**src/rtl/rvs_station_if.sv**
```systemverilog
// Interfaces for the reservation station:
//   dec2rvs_itf : decode/dispatch -> station (modports dec / rvs)
//   rvs2exu_itf : station -> execution unit  (modports rvs / exu)
//   cdb_itf     : common data bus broadcast  (modports mst / slv)

interface dec2rvs_itf #(
    parameter int TAG_W = 4,
    parameter int OPC_W = 4
);
    logic             req;
    logic             rdy;
    logic [TAG_W-1:0] tag;
    logic [OPC_W-1:0] opc;
    logic             src1_vld;
    logic             src2_vld;
    logic [TAG_W-1:0] src1_tag;
    logic [TAG_W-1:0] src2_tag;
    logic [31:0]      src1_wdata;
    logic [31:0]      src2_wdata;
    logic [11:0]      offset;

    modport dec (
        output req, opc, src1_vld, src2_vld, src1_tag, src2_tag,
               src1_wdata, src2_wdata, offset,
        input  rdy, tag
    );
    modport rvs (
        input  req, opc, src1_vld, src2_vld, src1_tag, src2_tag,
               src1_wdata, src2_wdata, offset,
        output rdy, tag
    );
endinterface

interface rvs2exu_itf #(
    parameter int TAG_W = 4,
    parameter int OPC_W = 4
);
    logic             req;
    logic             rdy;
    logic [TAG_W-1:0] tag;
    logic [OPC_W-1:0] opc;
    logic [31:0]      src1;
    logic [31:0]      src2;
    logic [11:0]      offset;

    modport rvs (
        output req, tag, opc, src1, src2, offset,
        input  rdy
    );
    modport exu (
        input  req, tag, opc, src1, src2, offset,
        output rdy
    );
endinterface

interface cdb_itf #(
    parameter int TAG_W = 4
);
    logic             wr;
    logic [TAG_W-1:0] tag;
    logic [31:0]      wdata;

    modport mst (output wr, tag, wdata);
    modport slv (input  wr, tag, wdata);
endinterface

```
**src/rtl/rvs_station.sv**
```systemverilog
// Reservation station: holds dispatched ops until both operands are known
// (from dispatch or snooped off the CDB), then issues them to one EXU.
// A slot's tag {RVS_ID, slot} stays reserved until its own result returns
// on the CDB, so a tag is never in flight twice.
// Optional feature: define RVS_AGE_ORDER_EN for oldest-first issue via an
// age matrix; otherwise the lowest-index READY slot issues.

module rvs_station #(
    parameter int TAG_W  = 4,
    parameter int OPC_W  = 4,
    parameter int DEPTH  = 4,
    parameter int RVS_ID = 1
) (
    input  logic    clk,
    input  logic    rst_n,
    dec2rvs_itf.rvs dec,
    rvs2exu_itf.rvs exu,
    cdb_itf.slv     cdb
);

    localparam int SLOT_W = $clog2(DEPTH);
    localparam int ID_W   = TAG_W - SLOT_W;
    localparam logic [ID_W-1:0] ID = ID_W'(RVS_ID);

    typedef enum logic [1:0] {
        S_FREE   = 2'd0,
        S_WAIT   = 2'd1,
        S_READY  = 2'd2,
        S_ISSUED = 2'd3
    } slot_st_t;

    slot_st_t         r_state     [DEPTH];
    slot_st_t         w_state_nxt [DEPTH];
    logic [DEPTH-1:0] r_s1_vld, r_s2_vld;
    logic [DEPTH-1:0] w_s1_vld_nxt, w_s2_vld_nxt;
    logic [DEPTH-1:0] w_s1_cap, w_s2_cap;
    logic [TAG_W-1:0] r_s1_tag  [DEPTH];
    logic [TAG_W-1:0] r_s2_tag  [DEPTH];
    logic [31:0]      r_s1_data [DEPTH];
    logic [31:0]      r_s2_data [DEPTH];
    logic [OPC_W-1:0] r_opc     [DEPTH];
    logic [11:0]      r_off     [DEPTH];

    logic [DEPTH-1:0]  w_free, w_ready, w_rel_vec, w_alloc_vec;
    logic [SLOT_W-1:0] w_alloc_idx, w_sel_idx;
    logic              w_any_free, w_alloc, w_issue;
    logic              w_a_s1_hit, w_a_s2_hit;

    // Per-slot status decode, including release by a matching CDB write
    always_comb begin
        for (int i = 0; i < DEPTH; i++) begin
            w_free[i]    = (r_state[i] == S_FREE);
            w_ready[i]   = (r_state[i] == S_READY);
            w_rel_vec[i] = (r_state[i] == S_ISSUED) && cdb.wr &&
                           (cdb.tag == {ID, SLOT_W'(i)});
        end
    end

    // Lowest free slot for dispatch; depends on registered state only
    always_comb begin
        w_alloc_idx = '0;
        for (int i = DEPTH - 1; i >= 0; i--) begin
            if (w_free[i]) w_alloc_idx = SLOT_W'(i);
        end
        for (int i = 0; i < DEPTH; i++) begin
            w_alloc_vec[i] = w_alloc && (w_alloc_idx == SLOT_W'(i));
        end
    end

    assign w_any_free = |w_free;
    assign w_alloc    = dec.req && w_any_free;
    assign dec.rdy    = w_any_free;
    assign dec.tag    = {ID, w_alloc_idx};

    // Same-cycle CDB bypass for operands that are missing at dispatch
    assign w_a_s1_hit = cdb.wr && (cdb.tag == dec.src1_tag);
    assign w_a_s2_hit = cdb.wr && (cdb.tag == dec.src2_tag);

`ifdef RVS_AGE_ORDER_EN
    // r_age[i][j] = 1 means slot j was allocated before slot i
    logic [DEPTH-1:0] r_age [DEPTH];

    // Oldest READY slot: the one with no older READY slot
    always_comb begin
        w_sel_idx = '0;
        for (int i = 0; i < DEPTH; i++) begin
            if (w_ready[i] && ((r_age[i] & w_ready) == '0)) w_sel_idx = SLOT_W'(i);
        end
    end

    // Age matrix: new row = current occupancy; released slots drop out of every row
    always_ff @(posedge clk or negedge rst_n) begin
        if (!rst_n) begin
            for (int i = 0; i < DEPTH; i++) r_age[i] <= '0;
        end else begin
            for (int i = 0; i < DEPTH; i++) begin
                if (w_alloc_vec[i])    r_age[i] <= ~w_free & ~w_rel_vec;
                else if (w_rel_vec[i]) r_age[i] <= '0;
                else                   r_age[i] <= r_age[i] & ~w_rel_vec;
            end
        end
    end
`else
    // Lowest-index READY slot wins
    always_comb begin
        w_sel_idx = '0;
        for (int i = DEPTH - 1; i >= 0; i--) begin
            if (w_ready[i]) w_sel_idx = SLOT_W'(i);
        end
    end
`endif

    assign exu.req = |w_ready;
    assign w_issue = exu.req && exu.rdy;

    // Issue port contents, forced to zero when nothing is presented
    always_comb begin
        exu.tag    = '0;
        exu.opc    = '0;
        exu.src1   = '0;
        exu.src2   = '0;
        exu.offset = '0;
        if (exu.req) begin
            exu.tag    = {ID, w_sel_idx};
            exu.opc    = r_opc[w_sel_idx];
            exu.src1   = r_s1_data[w_sel_idx];
            exu.src2   = r_s2_data[w_sel_idx];
            exu.offset = r_off[w_sel_idx];
        end
    end

    // Per-slot next state: allocate, snoop, issue, release
    always_comb begin
        for (int i = 0; i < DEPTH; i++) begin
            w_state_nxt[i]  = r_state[i];
            w_s1_vld_nxt[i] = r_s1_vld[i];
            w_s2_vld_nxt[i] = r_s2_vld[i];
            w_s1_cap[i]     = 1'b0;
            w_s2_cap[i]     = 1'b0;
            case (r_state[i])
                S_FREE: begin
                    if (w_alloc_vec[i]) begin
                        w_s1_vld_nxt[i] = dec.src1_vld || w_a_s1_hit;
                        w_s2_vld_nxt[i] = dec.src2_vld || w_a_s2_hit;
                        w_state_nxt[i]  = (w_s1_vld_nxt[i] && w_s2_vld_nxt[i]) ? S_READY : S_WAIT;
                    end
                end
                S_WAIT: begin
                    if (!r_s1_vld[i] && cdb.wr && (cdb.tag == r_s1_tag[i])) begin
                        w_s1_vld_nxt[i] = 1'b1;
                        w_s1_cap[i]     = 1'b1;
                    end
                    if (!r_s2_vld[i] && cdb.wr && (cdb.tag == r_s2_tag[i])) begin
                        w_s2_vld_nxt[i] = 1'b1;
                        w_s2_cap[i]     = 1'b1;
                    end
                    if (w_s1_vld_nxt[i] && w_s2_vld_nxt[i]) w_state_nxt[i] = S_READY;
                end
                S_READY: begin
                    if (w_issue && (w_sel_idx == SLOT_W'(i))) w_state_nxt[i] = S_ISSUED;
                end
                S_ISSUED: begin
                    if (w_rel_vec[i]) begin
                        w_state_nxt[i]  = S_FREE;
                        w_s1_vld_nxt[i] = 1'b0;
                        w_s2_vld_nxt[i] = 1'b0;
                    end
                end
                default: w_state_nxt[i] = S_FREE;
            endcase
        end
    end

    // Slot control registers
    always_ff @(posedge clk or negedge rst_n) begin
        if (!rst_n) begin
            for (int i = 0; i < DEPTH; i++) r_state[i] <= S_FREE;
            r_s1_vld <= '0;
            r_s2_vld <= '0;
        end else begin
            for (int i = 0; i < DEPTH; i++) r_state[i] <= w_state_nxt[i];
            r_s1_vld <= w_s1_vld_nxt;
            r_s2_vld <= w_s2_vld_nxt;
        end
    end

    // Slot payload; validity is carried by the control registers above
    always_ff @(posedge clk) begin
        for (int i = 0; i < DEPTH; i++) begin
            if (w_alloc_vec[i]) begin
                r_opc[i]     <= dec.opc;
                r_off[i]     <= dec.offset;
                r_s1_tag[i]  <= dec.src1_tag;
                r_s2_tag[i]  <= dec.src2_tag;
                r_s1_data[i] <= dec.src1_vld ? dec.src1_wdata : cdb.wdata;
                r_s2_data[i] <= dec.src2_vld ? dec.src2_wdata : cdb.wdata;
            end else begin
                if (w_s1_cap[i]) r_s1_data[i] <= cdb.wdata;
                if (w_s2_cap[i]) r_s2_data[i] <= cdb.wdata;
            end
        end
    end

    // An own-station tag on the CDB must belong to an issued slot
    a_cdb_own_tag_issued: assert property (@(posedge clk) disable iff (!rst_n)
        (cdb.wr && (cdb.tag[TAG_W-1:SLOT_W] == ID)) |-> (r_state[cdb.tag[SLOT_W-1:0]] == S_ISSUED));

endmodule

```
**src/flat_wrapper.sv**
```systemverilog
// flat-port wrapper written by rule: the top's interface ports become plain ports
module rvs_station_flat 
#(
    parameter int TAG_W  = 4,
    parameter int OPC_W  = 4,
    parameter int DEPTH  = 4,
    parameter int RVS_ID = 1
)
  (clk, rst_n, dec_req, dec_opc, dec_src1_vld, dec_src2_vld, dec_src1_tag, dec_src2_tag, dec_src1_wdata, dec_src2_wdata, dec_offset, dec_rdy, dec_tag, exu_req, exu_tag, exu_opc, exu_src1, exu_src2, exu_offset, exu_rdy, cdb_wr, cdb_tag, cdb_wdata);
  dec2rvs_itf #(.TAG_W(TAG_W), .OPC_W(OPC_W)) dec_i ();
  rvs2exu_itf #(.TAG_W(TAG_W), .OPC_W(OPC_W)) exu_i ();
  cdb_itf #(.TAG_W(TAG_W)) cdb_i ();
  input  logic clk;
  input  logic rst_n;
  input wire logic [$bits(dec_i.req)-1:0] dec_req;
  input wire logic [$bits(dec_i.opc)-1:0] dec_opc;
  input wire logic [$bits(dec_i.src1_vld)-1:0] dec_src1_vld;
  input wire logic [$bits(dec_i.src2_vld)-1:0] dec_src2_vld;
  input wire logic [$bits(dec_i.src1_tag)-1:0] dec_src1_tag;
  input wire logic [$bits(dec_i.src2_tag)-1:0] dec_src2_tag;
  input wire logic [$bits(dec_i.src1_wdata)-1:0] dec_src1_wdata;
  input wire logic [$bits(dec_i.src2_wdata)-1:0] dec_src2_wdata;
  input wire logic [$bits(dec_i.offset)-1:0] dec_offset;
  output wire logic [$bits(dec_i.rdy)-1:0] dec_rdy;
  output wire logic [$bits(dec_i.tag)-1:0] dec_tag;
  output wire logic [$bits(exu_i.req)-1:0] exu_req;
  output wire logic [$bits(exu_i.tag)-1:0] exu_tag;
  output wire logic [$bits(exu_i.opc)-1:0] exu_opc;
  output wire logic [$bits(exu_i.src1)-1:0] exu_src1;
  output wire logic [$bits(exu_i.src2)-1:0] exu_src2;
  output wire logic [$bits(exu_i.offset)-1:0] exu_offset;
  input wire logic [$bits(exu_i.rdy)-1:0] exu_rdy;
  input wire logic [$bits(cdb_i.wr)-1:0] cdb_wr;
  input wire logic [$bits(cdb_i.tag)-1:0] cdb_tag;
  input wire logic [$bits(cdb_i.wdata)-1:0] cdb_wdata;
  assign dec_i.req = dec_req;
  assign dec_i.opc = dec_opc;
  assign dec_i.src1_vld = dec_src1_vld;
  assign dec_i.src2_vld = dec_src2_vld;
  assign dec_i.src1_tag = dec_src1_tag;
  assign dec_i.src2_tag = dec_src2_tag;
  assign dec_i.src1_wdata = dec_src1_wdata;
  assign dec_i.src2_wdata = dec_src2_wdata;
  assign dec_i.offset = dec_offset;
  assign dec_rdy = dec_i.rdy;
  assign dec_tag = dec_i.tag;
  assign exu_req = exu_i.req;
  assign exu_tag = exu_i.tag;
  assign exu_opc = exu_i.opc;
  assign exu_src1 = exu_i.src1;
  assign exu_src2 = exu_i.src2;
  assign exu_offset = exu_i.offset;
  assign exu_i.rdy = exu_rdy;
  assign cdb_i.wr = cdb_wr;
  assign cdb_i.tag = cdb_tag;
  assign cdb_i.wdata = cdb_wdata;
  rvs_station #(.TAG_W(TAG_W), .OPC_W(OPC_W), .DEPTH(DEPTH), .RVS_ID(RVS_ID)) u_core (.clk(clk), .rst_n(rst_n), .dec(dec_i), .exu(exu_i), .cdb(cdb_i));
endmodule
```
**config.mk**
```make
export PLATFORM = sky130hd
export DESIGN_NAME = rvs_station_flat
export DESIGN_NICKNAME = d
export VERILOG_FILES = /design/src/rtl/rvs_station_if.sv /design/src/rtl/rvs_station.sv /design/src/flat_wrapper.sv
export SDC_FILE = /design/constraint.sdc
export NUM_CORES = 1
export LEC_CHECK = 0
export BUFFER_PORTS_ARGS = -buffer_cell sky130_fd_sc_hd__buf_4
export CAP_MARGIN = 10
export CORE_MARGIN = 2
export CORE_UTILIZATION = 35
export DETAILED_ROUTE_END_ITERATION = 10
export HOLD_SLACK_MARGIN = 0.08
export PLACE_DENSITY = 0.5
export SLEW_MARGIN = 25
export SYNTH_ARGS = -nofsm -noshare
export SYNTH_HDL_FRONTEND = slang
export SYNTH_SLANG_ARGS = --single-unit
```
**constraint.sdc**
```tcl
create_clock -name clk -period 9 [get_ports clk]
set_input_delay 0.45 -clock clk [delete_from_list [all_inputs] [get_ports clk]]
set_output_delay 0.45 -clock clk [all_outputs]
set_load 0.01 [all_outputs]
```
==> run_results.csv <==
group,metric,value,unit
placed_design,place.detailed.hpwl,29950,µm
timing,max_slew_margin,0.3254,
timing,worst_pin_slew,1010,ps
critical_path,cp-end-kind,"output pin",
clock_network,tritoncts,"built",
run,drv.max_cap_violation_count,0,
synthesis,async_reset_ff_frac,0.04348,
synthesis,synthMuxAreaShare,0.1745,
clock_network,clock_sinks,368,
timing,share_of_the_clock_period_used_by_the_worst_path_after_layout,0.4829,
die,placement_rows,82,
placed_design,placement.cell_area,19960,µm²
critical_path,worst_ep_arrival_time,3900,ps
synthesis,synth_edf_count,352,
die,floorplan.io_pins,221,
final_layout,final_design_area_no_fill,21500,µm²
route,finalWirelength,52400,µm
power,p_leak,7.561,nW
power,p_seq_frac,0.340,
global_routing,grt_first_pass_wirelength,77660,µm
critical_path,crit_path_max_fanout,48,
synthesis,yosys-top-cells-area,"sky130_fd_sc_hd__edfxtp_1, sky130_fd_sc_hd__mux2_2, sky130_fd_sc_hd__a222oi_1",
timing,clock-skew-final,25.67,ps
final_layout,areaGrowthSynthToFinish,21.82,%
die,initial_utilization,0.3533,
die,core_area,49970,µm²
timing,grt_setup_unrepaired,"false",
clock_network,clock_tree.htree_level_count,2,
die,die_area,52250,µm²
global_routing,antenna_found_initial,3,
clock_network,cts-buffers-inserted,43,
synthesis,synth.top_cells.by_count,"sky130_fd_sc_hd__edfxtp_1, sky130_fd_sc_hd__mux2_2, sky130_fd_sc_hd__a21oi_1, sky130_fd_sc_hd__nand2_1, sky130_fd_sc_hd__a222oi_1",
power,total_switching_power,2.603,mW
synthesis,synth.lib_cells_used.distinct,50,
synthesis,synth_ff_type,"sky130_fd_sc_hd__edfxtp_1",
synthesis,post_synth.cell_area_avg,15.00,µm²
final_layout,layout.nets,1552,
critical_path,critPathMaxStageDelay,910,ps
final_layout,drive_gt1_frac,0.4056,
timing,hold_viol,0,
synthesis,synth_largest_type_area_fraction,0.5988,
power,power.share.clock,0.243,
timing,timing_max_transition_violations_final,0,
clock_network,path_clk_slew,60,ps
critical_path,worstSetupPathType,"reg -> out",
power,power-per-cell-area,328.5,nW/µm²
route,drt_first_iter_violations,1199,
die,die-width,228.6,µm
timing,setup_viol_count_final,0,
synthesis,share_of_the_synthesized_area_in_compound_gates_ao_oa_aoi_oai,0.1033,
synthesis,yosys.area_share.simple,0.04040,
power,comb_power_share,0.417,
synthesis,yosysMostFrequentCell,"sky130_fd_sc_hd__edfxtp_1",
route,routedWlPerCell,24.85,µm
route,total_via_count_after_detailed_routing,11435,
synthesis,yosys_register_bits,368,
clock_network,post-cts-setup-buffers,0,
global_routing,grt_max_degree,54,
route,drc,0,
synthesis,synthDominantAreaCellType,"sky130_fd_sc_hd__edfxtp_1",
clock_network,cts_root_buffer,"sky130_fd_sc_hd__clkbuf_16",
timing,period_needed,4346,ps
synthesis,synth_xor_xnor_area_share,0.01092,
clock_network,clock_path_buffers,3,
critical_path,critical_path.most_common_cell,"sky130_fd_sc_hd__buf_4",
global_routing,grt.total_usage,0.1987,
critical_path,crit_required,8550,ps
timing,maxClockFrequency,230.1,MHz
status,result_of_the_run,"completed",
route,antenna_left,0,
die,fp.dieH,228.6,µm
synthesis,synth_top_family_by_area,"multiplexers",
global_routing,grt_pass1_vias,11856,
synthesis,yosys_warnings,0,
route,first_pass_detailed_route_iteration_total,8,
synthesis,synthesis.instances,1177,
route,detail_route.vias_per_cell,5.422,
synthesis,synth_sequential_area_ratio,0.6214,
critical_path,critPathSlowestCell,"sky130_fd_sc_hd__nor2b_4",
synthesis,synthAdderAreaFrac,0.01276,
critical_path,worstPathCellList,"inv_1 > ha_1 > nor2b_4 > buf_4 > a222oi_1 > a21oi_1 > buf_4",
final_layout,finished_core_util,0.4304,
synthesis,synthesis.area,17650,µm²
placed_design,weighted_congestion_reported_at_the_end_of_routability_driven_placement,0.7892,
clock_network,clock_latency,570,ps
clock_network,cts_resized,0,
placed_design,io_buffers,217,
min_path,timing.hold.worst.class,"in -> reg",
critical_path,setup.worst_path.start_class,"flop",
power,vdd_ir_drop_max,0.0001937,V
power,netSwitchingFraction,0.3684,
timing,setup_tns,0,ps
global_routing,grt_overflow_total,0,
power,internal_power,4.461,mW
-- layer usage --
metal  part of all wire  GRT usage  routed length [µm]
met5            0.00031          0                  16
met4              0.018    0.05025                 964
met3              0.048    0.02957                2524
met2               0.48     0.3277               25190
met1               0.45     0.2747               23700
-- cells by family (layout without fill, tap and decap cells) --
group,count (synthesis),in the layout
adder cells (fa/ha/maj),18,18
multiplexers,264,264
buffers and inverters,114,371
AO/OA/AOI/OAI,238,238
other,2,5
XOR/XNOR,22,22
AND/OR/NAND/NOR,151,151
flip-flops,368,368
-- placed cells by master (no fill, tap or decap), drive strengths merged, types with 2 or more instances in the layout --
master	instances
nand4b	9
o21ai	20
nor2	21
nor3	8
clkinv	13
mux2i	4
nor2b	6
a21oi	89
edfxtp	352
nand3	6
bufinv	4
a211oi	6
nand2b	2
o21bai	2
a221oi	2
clkbuf	56
a311oi	4
a222oi	86
o32a	8
a31o	2
xnor2	10
a31oi	11
xor2	12
diode	2
conb	3
nand2	89
buf	244
inv	35
dfrtp	16
dlygate4sd3	17
ha	18
mux2	260
o22ai	6
nand3b	4
clkinvlp	2
-- worst paths after layout --
check	cells past startpoint	from	slack, ps	to
min	1	dec_src1_tag[3]	120	u_core.r_s1_tag[0][3]$_DFFE_PP_
max	7	u_core.r_state[4]$_DFFE_PN0P_	4650	exu_src2[2]
max reg2reg	9	u_core.r_state[5]$_DFFE_PN0P_	5630	u_core.r_s2_data[3][4]$_DFFE_PP_
min in group asynchronous	2	rst_n	290	u_core.r_s2_vld[0]$_DFFE_PN0P_
min reg2reg	1	u_core.r_s1_vld[0]$_DFFE_PN0P_	530	u_core.r_s1_vld[0]$_DFFE_PN0P_
max in group asynchronous	2	rst_n	8500	u_core.r_s2_vld[2]$_DFFE_PN0P_
-- worst max-delay path, delay by kind of cell (launching register included) --
kind,cells,cell delay (ps)
compound gates,2,490
fa+ha+maj,1,460
buf+inv,3,1000
flops,1,400
simple gates,1,910
-- sequential cells by signal, summed over array words and instances (netlist names) --
signal / count
u_core.r_s2_tag: 16
u_core.r_s1_tag: 16
u_core.r_s2_vld: 4
u_core.r_s2_data: 128
u_core.r_opc: 16
u_core.r_state: 8
u_core.r_s1_data: 128
u_core.r_off: 48
u_core.r_s1_vld: 4
-- power by group through the flow --
stage                     clock [mW]  sequential, mW  combinational (mW)
after floorplan                    0            2.42                1.61
after global placement             0            2.44                2.98
after detailed placement           0            2.44                2.99
after CTS                       1.76            2.40                3.01
after global routing            1.81            2.43                3.19
final                           1.71            2.41                2.94
-- area by class of cell --
type,count,area (µm²)
Antenna cell,2,5.005
Clock buffer,56,1146
Clock inverter,21,219.0
Fill cell,4626,28460
Inverter,33,123.9
Multi-Input combinational cell,696,6197
Sequential cell,368,10970
Tap cell,672,840.8
Timing Repair Buffer,261,2002
-- repair_timing --
action / 4_1_cts / 5_1_grt
setup endpoints to repair: 0 / 0
hold buffers: 17 / 0
hold endpoints to repair: 80 / 0
-- per-stage QoR --
stage | total power [mW] | hold slack (ps) | instances | setup WS (ps)
final | 7.064 | 115.6 | 2109 | 4654
after global routing | 7.439 | 83.44 | 2109 | 4404
after CTS | 7.174 | 80.14 | 2107 | 4536
after detailed placement | 5.425 | 342.7 | 2013 | 5197
after global placement | 5.418 | 342.8 | 2013 | 5203
after floorplan | 4.033 | 154.4 | 1178 | 4898
Power figures use the tool's default switching activity.
